File: src/rtl/pipe_flow_pkg.sv
// Shared defaults and sizing helpers for the pipe_flow_ctrl block.
// Latency: n/a (constants and elaboration-time functions only).
// Backpressure: n/a.
package pipe_flow_pkg;

    localparam int DEF_WIDTH   = 32;
    localparam int DEF_LATENCY = 2;
    localparam int DEF_DEPTH   = 4;

    // Pointer width for a DEPTH-entry ring; a single entry still needs one bit.
    function automatic int ptr_w(input int depth);
        return (depth > 1) ? $clog2(depth) : 1;
    endfunction

    // Count width must represent 0..DEPTH inclusive.
    function automatic int cnt_w(input int depth);
        return $clog2(depth + 1);
    endfunction

    typedef logic [ptr_w(DEF_DEPTH)-1:0] def_ptr_t;
    typedef logic [cnt_w(DEF_DEPTH)-1:0] def_cnt_t;

endpackage

File: src/rtl/pipe_flow_fifo.sv
// Result FIFO, DEPTH x WIDTH, pointers wrap modulo DEPTH (any DEPTH, not only powers of two).
// Latency: a push becomes visible at o_head the cycle after it is written.
// Backpressure: none internally; the caller guarantees no push when full and no pop when empty.
module pipe_flow_fifo
    import pipe_flow_pkg::*;
#(
    parameter int WIDTH = DEF_WIDTH,
    parameter int DEPTH = DEF_DEPTH
) (
    input  logic                      clk,
    input  logic                      rst,
    input  logic                      i_push,
    input  logic [WIDTH-1:0]          i_push_dat,
    input  logic                      i_pop,
    output logic [WIDTH-1:0]          o_head,
    output logic [cnt_w(DEPTH)-1:0]   o_count,
    output logic                      o_empty
);

    localparam int PTR_W = ptr_w(DEPTH);
    localparam int CNT_W = cnt_w(DEPTH);

    logic [WIDTH-1:0] r_mem [DEPTH];
    logic [PTR_W-1:0] r_wr_ptr;
    logic [PTR_W-1:0] r_rd_ptr;
    logic [CNT_W-1:0] r_count;

    function automatic logic [PTR_W-1:0] ptr_inc(input logic [PTR_W-1:0] p);
        return (p == PTR_W'(DEPTH - 1)) ? '0 : p + PTR_W'(1);
    endfunction

    // Pointer and occupancy bookkeeping; storage itself is never cleared.
    always_ff @(posedge clk) begin
        if (rst) begin
            r_wr_ptr <= '0;
            r_rd_ptr <= '0;
            r_count  <= '0;
        end else begin
            if (i_push) r_wr_ptr <= ptr_inc(r_wr_ptr);
            if (i_pop)  r_rd_ptr <= ptr_inc(r_rd_ptr);
            case ({i_push, i_pop})
                2'b10:   r_count <= r_count + CNT_W'(1);
                2'b01:   r_count <= r_count - CNT_W'(1);
                default: r_count <= r_count;
            endcase
        end
    end

    // Data storage write port.
    always_ff @(posedge clk) begin
        if (i_push) r_mem[r_wr_ptr] <= i_push_dat;
    end

    assign o_head  = r_mem[r_rd_ptr];
    assign o_count = r_count;
    assign o_empty = (r_count == '0);

endmodule

File: src/rtl/pipe_flow_ctrl.sv
// Credit-based valid/ready wrapper around a fixed-latency, non-stallable pipeline (PIPE_FLOW_CTRL_BYPASS_EN = cut-through output).
// Latency: accept to out_valid is LATENCY+1 cycles, or LATENCY with PIPE_FLOW_CTRL_BYPASS_EN defined.
// Backpressure: in_ready drops once in-flight plus buffered results reach DEPTH; a pop frees a credit the next cycle.
module pipe_flow_ctrl
    import pipe_flow_pkg::*;
#(
    parameter int WIDTH   = DEF_WIDTH,
    parameter int LATENCY = DEF_LATENCY,
    parameter int DEPTH   = DEF_DEPTH
) (
    input  logic             clk,
    input  logic             rst,
    input  logic             in_valid,
    output logic             in_ready,
    input  logic [WIDTH-1:0] in_a,
    input  logic [WIDTH-1:0] in_b,
    output logic [WIDTH-1:0] pipe_a,
    output logic [WIDTH-1:0] pipe_b,
    input  logic [WIDTH-1:0] pipe_c,
    output logic             out_valid,
    input  logic             out_ready,
    output logic [WIDTH-1:0] out_c
);

    localparam int CNT_W = cnt_w(DEPTH);
    localparam int OCC_W = $clog2(DEPTH + LATENCY + 1) + 1;

    // Every in-flight result must have a guaranteed FIFO slot, otherwise the pipeline could overrun it.
    generate
        if (DEPTH < LATENCY + 1) begin : g_bad_depth
            $error("pipe_flow_ctrl: DEPTH must be at least LATENCY+1");
        end
    endgenerate

    logic [LATENCY-1:0] r_vld;
    logic               r_in_ready;

    logic               w_accept;
    logic               w_arrive;
    logic               w_push;
    logic               w_pop;
    logic               w_out_vld;
    logic [WIDTH-1:0]   w_out_dat;
    logic [WIDTH-1:0]   w_fifo_head;
    logic [CNT_W-1:0]   w_fifo_cnt;
    logic               w_fifo_empty;
    logic [LATENCY-1:0] w_vld_nxt;
    logic [OCC_W-1:0]   w_pop_cnt;
    logic [OCC_W-1:0]   w_occ_nxt;

    assign w_accept = in_valid && r_in_ready;
    assign w_arrive = r_vld[LATENCY-1];
    assign pipe_a   = in_a;
    assign pipe_b   = in_b;

`ifdef PIPE_FLOW_CTRL_BYPASS_EN
    // An arriving result goes straight out when nothing older is queued; it is parked only if refused.
    assign w_out_vld = !w_fifo_empty || w_arrive;
    assign w_out_dat = w_fifo_empty ? pipe_c : w_fifo_head;
    assign w_push    = w_arrive && !(w_fifo_empty && out_ready);
    assign w_pop     = !w_fifo_empty && out_ready;
`else
    assign w_out_vld = !w_fifo_empty;
    assign w_out_dat = w_fifo_head;
    assign w_push    = w_arrive;
    assign w_pop     = !w_fifo_empty && out_ready;
`endif

    assign out_valid = w_out_vld;
    assign out_c     = w_out_vld ? w_out_dat : '0;
    assign in_ready  = r_in_ready;

    // Next valid-shift state and the occupancy it implies, used to register the credit decision.
    always_comb begin
        w_vld_nxt    = '0;
        w_vld_nxt[0] = w_accept;
        for (int i = 1; i < LATENCY; i++) begin
            w_vld_nxt[i] = r_vld[i-1];
        end
        w_pop_cnt = '0;
        for (int i = 0; i < LATENCY; i++) begin
            w_pop_cnt = w_pop_cnt + OCC_W'(w_vld_nxt[i]);
        end
        w_occ_nxt = w_pop_cnt + OCC_W'(w_fifo_cnt) + OCC_W'(w_push) - OCC_W'(w_pop);
    end

    // Valid tracking and registered credit; in_ready never sees out_ready or in_valid combinationally.
    always_ff @(posedge clk) begin
        if (rst) begin
            r_vld      <= '0;
            r_in_ready <= 1'b0;
        end else begin
            r_vld      <= w_vld_nxt;
            r_in_ready <= (w_occ_nxt < OCC_W'(DEPTH));
        end
    end

    pipe_flow_fifo #(
        .WIDTH (WIDTH),
        .DEPTH (DEPTH)
    ) u_fifo (
        .clk        (clk),
        .rst        (rst),
        .i_push     (w_push),
        .i_push_dat (pipe_c),
        .i_pop      (w_pop),
        .o_head     (w_fifo_head),
        .o_count    (w_fifo_cnt),
        .o_empty    (w_fifo_empty)
    );

endmodule

File: config.mk
export PLATFORM = sky130hd
export DESIGN_NAME = pipe_flow_ctrl
export DESIGN_NICKNAME = d
export VERILOG_FILES = /design/src/rtl/pipe_flow_pkg.sv /design/src/rtl/pipe_flow_fifo.sv /design/src/rtl/pipe_flow_ctrl.sv
export SDC_FILE = /design/constraint.sdc
export NUM_CORES = 1
export LEC_CHECK = 0
export CORE_MARGIN = 4
export CORE_UTILIZATION = 46
export CTS_BUF_LIST = sky130_fd_sc_hd__clkbuf_16
export DETAILED_ROUTE_END_ITERATION = 8
export PLACE_DENSITY = 0.91
export SLEW_MARGIN = 40
export SYNTH_ARGS = -nofsm -noshare
export SYNTH_HDL_FRONTEND = slang
export SYNTH_SLANG_ARGS = --single-unit
File: constraint.sdc
create_clock -name clk -period 3.35 [get_ports clk]
set_input_delay 1.005 -clock clk [delete_from_list [all_inputs] [get_ports clk]]
set_output_delay 1.005 -clock clk [all_outputs]
set_load 0.03 [all_outputs]
* Yosys cells after proc, flatten, opt, wreduce, memory -nomap -nowiden
Memories as Yosys holds them, arrays and structs flattened. A register that Yosys moved wholly into a read port is not among the register bits.
Cells that the tools add are included.
W data, S select, Z words.
** Cells by class
- Order comparisons :: 1
- Eq/ne operators :: 4
- Reductions and logical operators :: 5
- $add $sub $neg :: 8
- Mux-type cells :: 8
** Operator list (count)
- $mux W32 :: 1
- $mux W2 :: 4
- $eq A2 B2 Y1 const B :: 3
- $pmux W3 S2 :: 1
- $add A2 B1 Y2 const B :: 2
- $add A2 B3 Y4 :: 1
- $add A4 B1 Y4 :: 1
- $lt A4 B3 Y1 const B :: 1
- $sub A4 B1 Y4 :: 1
- $add A3 B1 Y3 const B :: 1
- $logic_not A3 Y1 :: 1
- $sub A3 B1 Y3 const B :: 1
- $add A1 B1 Y2 :: 1
- $eq A2 B1 Y1 const B :: 1
- $logic_and A1 B1 Y1 :: 2
- $mux W1 :: 2
- $reduce_bool A2 Y1 :: 1
- $logic_not A1 Y1 :: 1
** Word-level totals
- Memory bits (writable) :: 128
- Register bits :: 10
- Memories kept :: 1
- Input port bits :: 100
- Output and inout port bits :: 98
- Logic and storage cells :: 32
** Memory list
- u_fifo.r_mem :: words 4, width 32, read ports 1, clocked after Yosys merged registers in 1, write ports 1, RTL line pipe_flow_fifo.sv:23 : logic [WIDTH-1:0] r_mem [DEPTH];

* Longest topological paths before layout
- Word-level depth :: 6
- Depth in mapped cells :: 11
- Mapped depth without buffers :: 11

* By module
Synthesis repeated with hierarchy kept, for this count alone.
** Second synthesis, totals
- Cells, all modules :: 338
- Area, all modules :: 6019.5 µm²
** Modules (own cells, without submodules)
- pipe_flow_fifo :: area an instance 5099.9 µm², instances 1, cells an instance 214
- pipe_flow_ctrl :: area an instance 919.6 µm², instances 1, cells an instance 124

* Worst setup path after synthesis
OpenSTA, ideal clock, no wires.
- Path type :: input port to flip-flop
- Start point :: in out_ready
- End point :: reg r_in_ready, in the netlist in_ready
- Path slack :: 0.700 ns
- Arrival :: 2.585 ns
- Library setup time :: 0.065 ns
- Required time :: 3.285 ns
- Path buffers :: 1
- Stages :: 9
- Cell sequence :: buf_2 nand2_2 or2_2 ha_1 ha_1 a31o_2 nor3_1 a31oi_1 nor2_1
** Between the ends
- Longest elaborated chain between the ends :: 3
** RTL lines
- start, declared :: RTL line pipe_flow_ctrl.sv:21 : input logic out_ready,
- $logic_and A1 B1 Y1 :: RTL line pipe_flow_ctrl.sv:66 : assign w_pop = !w_fifo_empty && out_ready;
- $sub A4 B1 Y4 :: RTL line pipe_flow_ctrl.sv:84 : w_occ_nxt = w_pop_cnt + OCC_W'(w_fifo_cnt) + OCC_W'(w_push) - OCC_W'(w_pop);
- $lt A4 B3 Y1 :: RTL line pipe_flow_ctrl.sv:94 : r_in_ready <= (w_occ_nxt < OCC_W'(DEPTH));
- end signal, assigned :: RTL line pipe_flow_ctrl.sv:94
- end, declared :: RTL line pipe_flow_ctrl.sv:36 : logic r_in_ready;
Every way passes these cells.
A chain may end at the register's enable or synchronous reset.

==> reports/results.tsv <==
metric	value	unit
run status	finished clean	
slowest CP cell	clkdlybuf4s50_1	
P&R area growth vs syn	16.4	%
Unique masters post-synth	36	
highest cell delay on the worst timing path	0.59	ns
multi-input logic area	1380	µm²
Post-Synthesis Cells	347	
Hold Fails Final Rpt	0	
f_max	306	MHz
Mapped Avg Cell Area	17.5	µm²
Vias	2842	
ant diodes	0	
CTS Sinks	140	
critical path peak fanout	16	
maximum resistive drop on vdd	381	µV
Top FF cell, synth	edfxtp_1	
port bufs	69	
Pleak	2.39	nW
Post-synth EDFFs	128	
first-pass GRT wire length	16900	µm
CTS Buf Count	17	
CTS tree	built	
reg2reg start	u_fifo.o_count[0]	
cell family with most CP delay	buffers and inverters	
dpl cell area	6450	µm²
Worst Hold Launch	r_vld[0]	
GR Util All Layers	15.4	%
Starting DRT DRC Count	154	
clk buf depth	2	
Post-Syn Area	6070	µm²
Mapped Nets	458	
gr ovfl total	0	
DP HPWL	7220	µm
FF/Latch Area	4090	µm²
Worst setup EP type	output port	
Die W	123	µm
worst path cell trace	clkbuf_16 > mux4_2 > and2_1 > clkdlybuf4s50_1	
largest net degree at the start of global routing	35	
GP Congestion	0.713	
fin nets	473	
DRT antenna net count	0	
sequential-to-total area share from yosys stat	67.2	%
Least-Margin Pin Slew	0.517	ns
max_cap viols	0	
FP Rows	41	
# IOs	198	
Seq cells post-synth	140	
worst hold path type	register to register	
Worst-Skew Late Latency	0.40	ns
fillers	971	
PwrDens	616	nW/µm²
Routed WL per cell	20.9	µm
part of the cycle the worst path needs	97.6	%
antenna violations before repair	0	
Period minus WS final	3.27	ns
Req. time, crit path	2.34	ns
DRC Markers	0	
sum of negative setup slack	0	ns
share of layout cells above drive strength 1	19.5	%
die height	123	µm
Post-Route WL	11400	µm
Setup CP Type	register to output port	
Reg clk slew, reported paths	0.06	ns
Initial Util	47.5	%
htree depth	4	
Die Footprint	15100	µm²
RSZ-0062 raised after global routing	false	
Fin Clk Skew	0.00825	ns
final instance area	7070	µm²
ys async rst share	0	%
Root Driver	clkbuf_16	
vias in the first global route	3022	
Worst setup SP type	register	
DR vias/cell	5.20	
number of setup buffers added after CTS	0	
Worst EP arrival	2.27	ns
Final Max Tran Viols	0	
Initial DRT Pass Iterations	4	
hold_buf cts	0	
Final setup viols	0	
core area	12800	µm²
Yosys warnings	0	
max_slew headroom	65.6	%
crit path buf inv count	2	
-- sequential cells by signal, summed over array words and instances, names as in the netlist, named ones only --
register / cells
u_fifo.r_mem: 128
u_fifo.r_rd_ptr: 2
u_fifo.o_count: 3
r_vld: 2
in_ready: 1
u_fifo.r_wr_ptr: 2
-- layout make-up --
type / instances / share of cell area [%]
clock inverters: 15 / 2.58
flip-flops and latches: 140 / 57.8
inverters: 8 / 0.460
well taps: 172 / 3.04
multi-input cells: 122 / 19.5
repair buffers: 73 / 10.6
clock buffers: 17 / 6.02
-- per-stage QoR --
stage,power [W],utilization (%),setup slack (ns),std cells,hold slack (ns)
6_report,0.00435,55.3,0.0789,547,0.473
5_1_grt,0.00451,55.3,0.00103,547,0.483
4_1_cts,0.00438,55.1,0.000802,546,0.467
3_5_place_dp,0.00250,50.5,0.111,514,0.459
3_3_place_gp,0.00248,50.4,0.270,514,0.455
2_1_floorplan,0.00245,-,0.700,347,0.439
-- kinds of logic after synthesis --
group | synth area share (%)
AOI/OAI and AO/OA | 1.52
xor gates and xnor gates | 0.288
adders and majority gates | 2.51
buffers and inverters | 10.2
DFF | 67.2
muxes | 12.5
and+or+nand+nor | 5.73
-- cells in the mapped netlist, types with 3 or more instances --
library cell  instances  area share (%)
nand2_1               6            0.37
buf_4                64             7.9
buf_2                 4            0.33
edfxtp_1            128              63
buf_12                3            0.99
nor2_1                6            0.37
inv_1                 7            0.43
a21oi_1               4            0.33
nand2b_1              3            0.31
dfxtp_1              12             4.0
and2_1               37             3.8
mux2i_1               3            0.49
clkbuf_1              5            0.31
ha_1                  9             1.9
mux4_2               30              11
-- placed cells by master (no fill, tap or decap), drive strengths merged, types with 4 or more instances in the layout --
cell | netlist | layout
dlygate4sd2 | 0 | 15
clkbuf | 5 | 18
edfxtp | 128 | 128
clkinv | 0 | 6
dfxtp | 12 | 12
inv | 8 | 11
ha | 9 | 9
nor2 | 6 | 6
nand2 | 7 | 7
clkdlybuf4s50 | 0 | 53
and2 | 37 | 37
mux4 | 32 | 32
bufinv | 0 | 4
a21oi | 4 | 4
-- repair_timing --
action / 4_1_cts / 5_1_grt
gates cloned: 0 / 1
endpoints found under the setup margin: 32 / 17
hold endpoints to repair: 0 / 0
resized for setup: 16 / 1
-- routing by layer --
layer  global-route usage [%]  up-vias  wire (µm)  part of all wire (%)
li1                         -     1269          -                     -
met4                     9.17        0        515                   4.5
met5                        0        -          0                     0
met3                     4.48       41        729                   6.4
met1                     16.6     1415       3990                    35
met2                     27.0      117       6170                    54
-- final timing paths --
path	end	slack, ns	cells past startpoint
min reg2reg	r_vld[1]	0.47	1
max reg2reg	in_ready	0.61	11
min	r_vld[1]	0.47	1
max	out_c[9]	0.08	4
-- report_power, final --
| group | switching (W) | leakage [nW] | internal, W |
|---|---|---|---|
| combinational | 0.000270 | 0.844 | 0.000229 |
| clock | 0.000665 | 0.300 | 0.00123 |
| sequential | 0.0000192 | 1.25 | 0.00194 |
Power figures use the tool's default switching activity.
